==> config.mk <==
export PLATFORM = sky130hd
export DESIGN_NAME = fetch_decode_queue_flat
export DESIGN_NICKNAME = d
export VERILOG_FILES = /design/src/rtl/fetch_decode_queue_pkg.sv /design/src/rtl/fetch_decode_queue_if.sv /design/src/rtl/fetch_decode_queue_mem.sv /design/src/rtl/fetch_decode_queue.sv /design/src/flat_wrapper.sv
export SDC_FILE = /design/constraint.sdc
export NUM_CORES = 1
export LEC_CHECK = 0
export CAP_MARGIN = 20
export CORE_MARGIN = 10
export CORE_UTILIZATION = 45
export CTS_CLUSTER_DIAMETER = 200
export DETAILED_ROUTE_END_ITERATION = 8
export PLACE_DENSITY = 0.76
export SLEW_MARGIN = 5
export SYNTH_ARGS = -nofsm -noshare
export SYNTH_HDL_FRONTEND = slang
export SYNTH_HIERARCHICAL = 1
export SYNTH_SLANG_ARGS = --single-unit
export TNS_END_PERCENT = 50
==> constraint.sdc <==
create_clock -name clk -period 4.5 [get_ports clk]
set_input_delay 0.675 -clock clk [delete_from_list [all_inputs] [get_ports clk]]
set_output_delay 0.675 -clock clk [all_outputs]
set_load 0.005 [all_outputs]
==> src/rtl/fetch_decode_queue_pkg.sv <==
// Shared types and constants for the fetch-to-decode elastic queue.
package fetch_decode_queue_pkg;

  localparam logic [31:0] nop_instr = 32'h0000_0013;

  typedef struct packed {
    logic [31:0] instr;
    logic [31:0] pc;
  } fetch_pkt_t;

  function automatic logic [31:0] sat_inc32(input logic [31:0] v);
    return (v == 32'hFFFF_FFFF) ? v : v + 32'd1;
  endfunction

endpackage

==> src/rtl/fetch_decode_queue_if.sv <==
// Fetch-side and decode-side handshake bundle for the fetch/decode queue.
interface fetch_decode_queue_if;

  logic        if_valid;
  logic [31:0] if_instr;
  logic [31:0] if_pc;
  logic        if_ready;
  logic        flush;
  logic        id_ready;
  logic        id_valid;
  logic [31:0] id_instr;
  logic [31:0] id_pc;

  // master: the fetch/decode environment around the queue
  modport master (
    output if_valid, if_instr, if_pc, flush, id_ready,
    input  if_ready, id_valid, id_instr, id_pc
  );

  modport slave (
    input  if_valid, if_instr, if_pc, flush, id_ready,
    output if_ready, id_valid, id_instr, id_pc
  );

endinterface

==> src/rtl/fetch_decode_queue_mem.sv <==
// Register-array storage for the queue: one write port, one combinational read port.
module fetch_queue_mem
  import fetch_decode_queue_pkg::*;
#(
  parameter int unsigned DEPTH = 2,
  parameter int unsigned AW    = 1
) (
  input  logic          clk,
  input  logic          we,
  input  logic [AW-1:0] waddr,
  input  fetch_pkt_t    wdata,
  input  logic [AW-1:0] raddr,
  output fetch_pkt_t    rdata
);

  // Contents are deliberately not reset; the control logic never exposes stale entries.
  fetch_pkt_t mem [DEPTH];

  always_ff @(posedge clk) begin
    if (we) mem[waddr] <= wdata;
  end

  assign rdata = mem[raddr];

endmodule

==> src/rtl/fetch_decode_queue.sv <==
// Elastic IF/ID buffer: absorbs decode stalls, drives fetch back-pressure, presents NOPs when empty.
module fetch_decode_queue
  import fetch_decode_queue_pkg::*;
#(
  parameter int unsigned DEPTH     = 2,
  parameter logic [31:0] NOP_INSTR = nop_instr
) (
  input  logic                       clk,
  input  logic                       nrst,
  fetch_decode_queue_if.slave        bus,
  output logic [$clog2(DEPTH+1)-1:0] occupancy,
  output logic [31:0]                bubble_cnt
);

  localparam int unsigned PW = $clog2(DEPTH);
  localparam int unsigned CW = $clog2(DEPTH+1);
  localparam logic [CW-1:0] DEPTH_C  = CW'(DEPTH);
  localparam logic [PW-1:0] PTR_LAST = PW'(DEPTH - 1);

  logic [CW-1:0] count_q;
  logic [PW-1:0] rd_ptr_q;
  logic [PW-1:0] wr_ptr_q;
  logic [31:0]   bubble_q;

  logic       push;
  logic       pop;
  logic       starve;
  fetch_pkt_t wdata;
  fetch_pkt_t head;

  // Explicit wrap compare keeps non-power-of-2 depths legal.
  function automatic logic [PW-1:0] ptr_next(input logic [PW-1:0] p);
    return (p == PTR_LAST) ? '0 : p + 1'b1;
  endfunction

  assign bus.if_ready = (count_q < DEPTH_C);
  assign bus.id_valid = (count_q != '0);

  assign push   = bus.if_valid & bus.if_ready & ~bus.flush;
  assign pop    = bus.id_valid & bus.id_ready & ~bus.flush;
  assign starve = bus.id_ready & ~bus.id_valid & ~bus.flush;

  assign wdata.instr = bus.if_instr;
  assign wdata.pc    = bus.if_pc;

  fetch_queue_mem #(
    .DEPTH (DEPTH),
    .AW    (PW)
  ) u_mem (
    .clk   (clk),
    .we    (push),
    .waddr (wr_ptr_q),
    .wdata (wdata),
    .raddr (rd_ptr_q),
    .rdata (head)
  );

  assign bus.id_instr = bus.id_valid ? head.instr : NOP_INSTR;
  assign bus.id_pc    = bus.id_valid ? head.pc    : 32'd0;

  always_ff @(posedge clk) begin
    if (!nrst) begin
      count_q  <= '0;
      rd_ptr_q <= '0;
      wr_ptr_q <= '0;
    end else if (bus.flush) begin
      count_q  <= '0;
      rd_ptr_q <= '0;
      wr_ptr_q <= '0;
    end else begin
      if (push) wr_ptr_q <= ptr_next(wr_ptr_q);
      if (pop)  rd_ptr_q <= ptr_next(rd_ptr_q);
      if (push && !pop)      count_q <= count_q + 1'b1;
      else if (pop && !push) count_q <= count_q - 1'b1;
    end
  end

  always_ff @(posedge clk) begin
    if (!nrst)       bubble_q <= '0;
    else if (starve) bubble_q <= sat_inc32(bubble_q);
  end

  assign occupancy  = count_q;
  assign bubble_cnt = bubble_q;

endmodule

==> src/flat_wrapper.sv <==
// flat-port wrapper written by rule: the top's interface ports become plain ports
module fetch_decode_queue_flat import fetch_decode_queue_pkg::*;
#(
  parameter int unsigned DEPTH     = 2,
  parameter logic [31:0] NOP_INSTR = nop_instr
)
  (clk, nrst, occupancy, bubble_cnt, bus_if_valid, bus_if_instr, bus_if_pc, bus_flush, bus_id_ready, bus_if_ready, bus_id_valid, bus_id_instr, bus_id_pc);
  fetch_decode_queue_if bus_i ();
  input  logic clk;
  input  logic nrst;
  output logic [$clog2(DEPTH+1)-1:0] occupancy;
  output logic [31:0] bubble_cnt;
  input wire logic [$bits(bus_i.if_valid)-1:0] bus_if_valid;
  input wire logic [$bits(bus_i.if_instr)-1:0] bus_if_instr;
  input wire logic [$bits(bus_i.if_pc)-1:0] bus_if_pc;
  input wire logic [$bits(bus_i.flush)-1:0] bus_flush;
  input wire logic [$bits(bus_i.id_ready)-1:0] bus_id_ready;
  output wire logic [$bits(bus_i.if_ready)-1:0] bus_if_ready;
  output wire logic [$bits(bus_i.id_valid)-1:0] bus_id_valid;
  output wire logic [$bits(bus_i.id_instr)-1:0] bus_id_instr;
  output wire logic [$bits(bus_i.id_pc)-1:0] bus_id_pc;
  assign bus_i.if_valid = bus_if_valid;
  assign bus_i.if_instr = bus_if_instr;
  assign bus_i.if_pc = bus_if_pc;
  assign bus_i.flush = bus_flush;
  assign bus_i.id_ready = bus_id_ready;
  assign bus_if_ready = bus_i.if_ready;
  assign bus_id_valid = bus_i.id_valid;
  assign bus_id_instr = bus_i.id_instr;
  assign bus_id_pc = bus_i.id_pc;
  fetch_decode_queue #(.DEPTH(DEPTH), .NOP_INSTR(NOP_INSTR)) u_core (.clk(clk), .nrst(nrst), .bus(bus_i), .occupancy(occupancy), .bubble_cnt(bubble_cnt));
endmodule
==> run metrics, run 1 <==
# DRC 0; DIE AREA ~22000 µm²; GRT overflow 0; Register Area ~4600 µm²; skew final ~0.0065 ns; drt pass-1 iters 4; EDFF count, synth between 100 and 150; count of warnings emitted by yosys 6; R2R setup slack 1.78 ns; Mapped Cells 484; Pwr per Cell Area ~350 nW/µm²; starting density of the core 45.9%; Area after DPL between 9000 and 10000 µm²; P_sw ~0.0007 W; crit path launch type flip-flop; Slew @ Worst Pin approximately 1.0 ns; WP data arrival roughly 2.7 ns; initial antenna violation count 0; Setup TNS 0 ns; DP Worst Slack around 1.4 ns; CTS H-tree lvls 4; Layout area overhead 33.2%; placed insts between 800 and 900; Max Clk Rate between 300 and 400 MHz; Yosys top cell by area edfxtp_1; io pins ~170; most instantiated library cell after synthesis edfxtp_1; clk slew on worst S/H paths around 0.06 ns; Synth Register Bits approximately 160; GRT Util Overall approximately 15%; Finish-stage setup viols 0; Critical Path Sink Type output port; most instantiated cells after synthesis edfxtp_1 (128), and2_1 (64), mux2_4 (60); PostCTS Resize Cnt 0; fill cell count 1208; Detail Route Antenna Nets 0; Synth top area share about 53%; final WL 16.5 mm; CTS tree yes; RSZ-0062 raised after global routing false; Reg power frac between 40% and 50%; status finished, final reports clean; Synth area leaders edfxtp_1 (53%), mux2_4 (12%), dfxtp_1 (9.9%); Hold Vio Cnt, Final 0; Port Buffers 168; Max FO, Critical Path 43; hold crit path type reg2reg; CTS Root Cell clkbuf_16; Post-CTS Setup Bufs 0; Sink Count about 160; pin count of the biggest net entering global routing 68; Hold Slack 0.515 ns; maxcap violations 0; Nets between 700 and 800; clk_lat worst skew roughly 0.42 ns; DP HPWL 11.6 mm; routed wire length per instance roughly 19 µm; DR vias/cell about 5.2; Async SR Flop Fraction 0%; critical path class reg2out; die height around 150 µm; core box area between 15000 and 20000 µm²; n_diodes 0; Max-slew headroom a little over 30%; Primary FF master, synth edfxtp_1; vias in the first global route ~4700; Syn Nets between 500 and 600; power share of the clock group 42.7%; Placer Congestion between 0.8 and 0.9; hold buffers post-CTS 0; post-synthesis sequential area ratio between 60 and 70%; deepest clock path buffer count 2; Slew Viols, Final 0; die width approximately 150 µm; first-pass GRT wire length around 26 mm; Post-Layout Inst Area around 9700 µm²; Num CTS Buffers 17; vias 4569; worst hold start u_core/bubble_cnt[7]; Unique masters post-synth 51; leakage between 3 and 4 nW; average cell area after synthesis between 15 and 20 µm²; reg2reg start u_core/occupancy[1]; origin of the worst setup path u_core/rd_ptr_q; clock period minus worst slack between 3 and 4 ns; Worst VDD drop between 0.2 and 0.25 mV; Rows 46; Non-Filler Instances 883; share of cells above drive strength 1 19.0%; switching part of the total power between 20% and 30%; area occupied by multi-input gates ~2500 µm²; initial DRC count 309; post-route clock period utilization roughly three quarters; Post-Syn Area around 7300 µm²; CP required 3.83 ns; Int Pwr 0.00271 W; worst setup margin 1.17 ns; Comb pwr share under 10%
-- final timing paths --
path              cells after the start                    end
hold / removal                        2   u_core/bubble_cnt[7]
hold reg to reg                       2   u_core/bubble_cnt[7]
setup reg to reg                      5  u_core/bubble_cnt[29]
setup / recovery                      4       bus_id_instr[30]
-- power groups by stage --
stage	clock network [W]	logic, W	registers [W]
final	0.00145	0.000260	0.00169
after floorplan	0	0.000111	0.00172
after detailed placement	0	0.000263	0.00172
after CTS	0.00148	0.000265	0.00169
after global placement	0	0.000258	0.00172
after global routing	0.00155	0.000281	0.00169
-- layout make-up --
cell class / instances / area share, %
flip-flops and latches: 164 / 47.1
multi-input cells: 294 / 25.9
repair buffers: 172 / 17.8
clock buffers: 17 / 4.38
well taps: 216 / 2.79
clock inverters: 15 / 1.83
inverters: 5 / 0.193
-- per-layer routing --
layer,part of all wire [%],global-route usage (%),vias to the layer above
li1,-,-,2150
met1,42,17.7,2211
met2,49,25.2,189
met3,8.1,5.50,19
met4,1.4,5.05,0
met5,0,0,-
-- stage by stage --
step | power (W) | util [%]
final | 0.00340 | 61.1
after global routing | 0.00352 | 61.1
after CTS | 0.00344 | 61.0
after detailed placement | 0.00198 | 57.2
after global placement | 0.00198 | 57.2
after floorplan | 0.00183 | -
-- cell usage in the layout (no fill, tap or decap), drive strengths merged, types with 7 or more instances in the layout --
master	n
clkdlybuf4s50	168
nand2b	7
or4	12
nand2	17
mux2	64
nor2	14
nand4	8
a21oi	19
o21ai	11
o31ai	8
or3	11
dfxtp	36
clkbuf	17
edfxtp	128
inv	8
nand3	10
and2	66
-- flip-flops by register name, indices dropped and copies added (netlist names) --
name,count
u_core/occupancy,2
u_core/rd_ptr_q,1
u_core/u_mem/mem,128
u_core/bubble_cnt,32
u_core/wr_ptr_q,1
-- cell families (layout without fill, tap and decap cells) --
| group | count (synthesis) | after routing | synth area share [%] |
|---|---|---|---|
| AOI/OAI and AO/OA | 48 | 48 | 5.24 |
| buffers and inverters | 26 | 209 | 3.02 |
| muxes | 68 | 68 | 13.5 |
| xor gates and xnor gates | 12 | 12 | 1.44 |
| and+or+nand+nor | 164 | 164 | 13.8 |
| DFF | 164 | 164 | 62.6 |
| adders and majority gates | 2 | 2 | 0.343 |
-- worst max-delay path: stages (launching register included) --
cell and delay, ns:
dfxtp_4 0.88, buf_4 0.39, mux2_2 0.36, and2_1 0.14
clkdlybuf4s50_1 0.45
(Power assumes the default switching activity.)
==> inputs of run 2 (changes only) <==
- CORE_UTILIZATION: 45 -> 47
- clock period: 4.5 -> 3.4 ns (I/O delays scaled with it)
==> run 2 against run 1 <==
Sequential power increased by 32%. Highest routed layer unchanged. Worst hold slack worse by 0.0019 ns. Clock skew grew 0.0020 ns. Die area down 3.7%. Largest cell class unchanged. Critical path depth is the same. Non-clock buffer count increased by 5.
==> run metrics, run 2 (synthesis gave the netlist of run 1 again) <==
Int Pwr 0.00358 W (was 0.00271 W); Hold Slack 0.513 ns (was 0.515 ns); pin count of the biggest net entering global routing 68 (unchanged); CP cell instances buf_4 > mux2_4 > and2_1 > clkdlybuf4s50_1 (was buf_4 > mux2_2 > and2_1 > clkdlybuf4s50_1); Detail Route Antenna Nets 0 (unchanged); Reg power frac 49.8% (was 49.6%); max reg flops 128 (unchanged); placed insts 827 (was 851); status finished, final reports clean (unchanged); final WL 16.4 mm (was 16.5 mm); CTS tree yes (unchanged); Setup TNS 0 ns (unchanged); slowest CP cell dfxtp_4 (unchanged); worst path buffer plus inverter count 2 (unchanged); die height 145 µm (was 147 µm); io pins 169 (unchanged); Nets 730 (was 725); Max FO, Critical Path 25 (was 43); share of cells above drive strength 1 18.8% (was 19.0%); critical path class reg2out (unchanged); RSZ-0062 raised after global routing false (unchanged); clk slew on worst S/H paths 0.06 ns (about the same); clk_lat worst skew 0.42 ns (about the same); Layout area overhead 33.4% (was 33.2%); initial DRC count 247 (was 309); vias in the first global route 4572 (was 4743); Comb pwr share 7.9% (was 7.7%); CTS H-tree lvls 4 (unchanged); P_sw 0.000892 W (was 0.000690 W); Non-Filler Instances 860 (was 883); CP required 2.89 ns (was 3.83 ns); hold buffers post-CTS 0 (unchanged); most frequent cells in the layout clkdlybuf4s50_1 (168), edfxtp_1 (128), and2_1 (63) (unchanged); Port Buffers 168 (unchanged); Final Power 0.00448 W (was 0.00340 W); Critical Path Sink Type output port (unchanged); PostCTS Resize Cnt 0 (unchanged); vias 4543 (was 4569); CP top delay family buffers and inverters (was flip-flops); Slew Viols, Final 0 (unchanged); Finish-stage setup viols 0 (unchanged); DP HPWL 11.6 mm (about the same); fill cell count 1124 (was 1208); drt pass-1 iters 4 (unchanged); leakage 3.32 nW (was 3.29 nW); skew final 0.00850 ns (was 0.00646 ns); power share of the clock group 42.3% (was 42.7%); Area after DPL 9110 µm² (was 9090 µm²); Post-CTS Setup Bufs 0 (unchanged); commonest non-fill, non-tap cell in the layout clkdlybuf4s50_1 (unchanged); Placer Congestion 0.839 (was 0.833); GRT overflow 0 (unchanged); Pwr per Cell Area 460 nW/µm² (was 350 nW/µm²); CTS Root Cell clkbuf_16 (unchanged); Sink Count 164 (unchanged); deepest clock path buffer count 2 (unchanged); hold crit path type reg2reg (unchanged); Post-Layout Inst Area 9720 µm² (was 9700 µm²); switching part of the total power 19.9% (was 20.3%); Register Area 4570 µm² (unchanged); area occupied by multi-input gates 2510 µm² (was 2520 µm²); die width 145 µm (was 147 µm); starting density of the core 47.9% (was 45.9%); routed wire length per instance 19.1 µm (was 18.7 µm); first-pass GRT wire length 25.2 mm (was 26.0 mm); crit path launch type flip-flop (unchanged); GRT Util Overall 15.7% (was 15.1%); maxcap violations 0 (unchanged); Max-slew headroom 47.2% (was 30.7%); Slew @ Worst Pin 0.785 ns (was 1.04 ns); Max Clk Rate between 300 and 400 MHz; clock period minus worst slack about 2.9 ns; DR vias/cell 5.28 (was 5.17); n_diodes 0 (unchanged); post-route clock period utilization 84.5%; Worst VDD drop 0.314 mV (was 0.241 mV); DIE AREA 20900 µm² (was 21700 µm²); register with the most flip-flops u_core/u_mem/mem (unchanged); Rows 45 (was 46); Hold Vio Cnt, Final 0 (unchanged); core box area 15200 µm² (was 15900 µm²); # DRC 0 (unchanged); WP data arrival 2.36 ns (was 2.65 ns); max incr delay on CP 0.65 ns (was 0.88 ns); initial antenna violation count 1 (was 0); Num CTS Buffers 17 (unchanged)
[run 2: cell count changes in the layout (fill, tap and decap cells not counted), sizes merged]
cell / change
buf: +5
clkbuf: +1
clkinv: +2
clkinvlp: -2
inv: -1
[run 2: final cells by class]
type | count | share of cell area (%)
flip-flops and latches | 164 | 47.0
multi-input cells | 294 | 25.8
repair buffers | 177 | 18.5
clock buffers | 18 | 4.41
well taps | 188 | 2.42
clock inverters | 14 | 1.63
inverters | 5 | 0.193
[run 2: path summary, 6_finish.rpt]
path | startpoint | endpoint | slack (ns) | cells past startpoint
max | u_core/rd_ptr_q | bus_id_pc[30] | 0.53 | 4
min | u_core/bubble_cnt[29] | u_core/bubble_cnt[29] | 0.51 | 2
max reg2reg | u_core/occupancy[1] | u_core/bubble_cnt[21] | 0.81 | 6
min reg2reg | u_core/bubble_cnt[29] | u_core/bubble_cnt[29] | 0.51 | 2
[run 2: per-layer routing]
layer,up-vias,wire length [µm],GRT usage [%]
li1,2163,-,-
met2,166,8130,25.8
met4,0,97,4.41
met5,-,0,0
met1,2203,6780,18.9
met3,11,1380,5.87
[run 2: power by group through the flow]
stage	clock, W	combinational, W	sequential [W]
after floorplan	0	0.000147	0.00227
after global placement	0	0.000343	0.00227
after detailed placement	0	0.000350	0.00227
final	0.00189	0.000352	0.00223
after global routing	0.00202	0.000378	0.00223
after CTS	0.00194	0.000353	0.00223
[run 2: worst reg2reg max path, delay by kind of cell, from the launching register on]
kind            cells  cell delay, ns
compound gates      1            0.15
buf+inv             1            0.25
flops               1            0.39
simple gates        4            1.74
[run 2: stage by stage]
stage | setup WS, ns | utilization [%]
after floorplan | 0.340 | -
after global placement | 0.524 | 59.9
after detailed placement | 0.463 | 59.9
after CTS | 0.171 | 63.8
after global routing | 0.377 | 63.9
final | 0.526 | 63.9
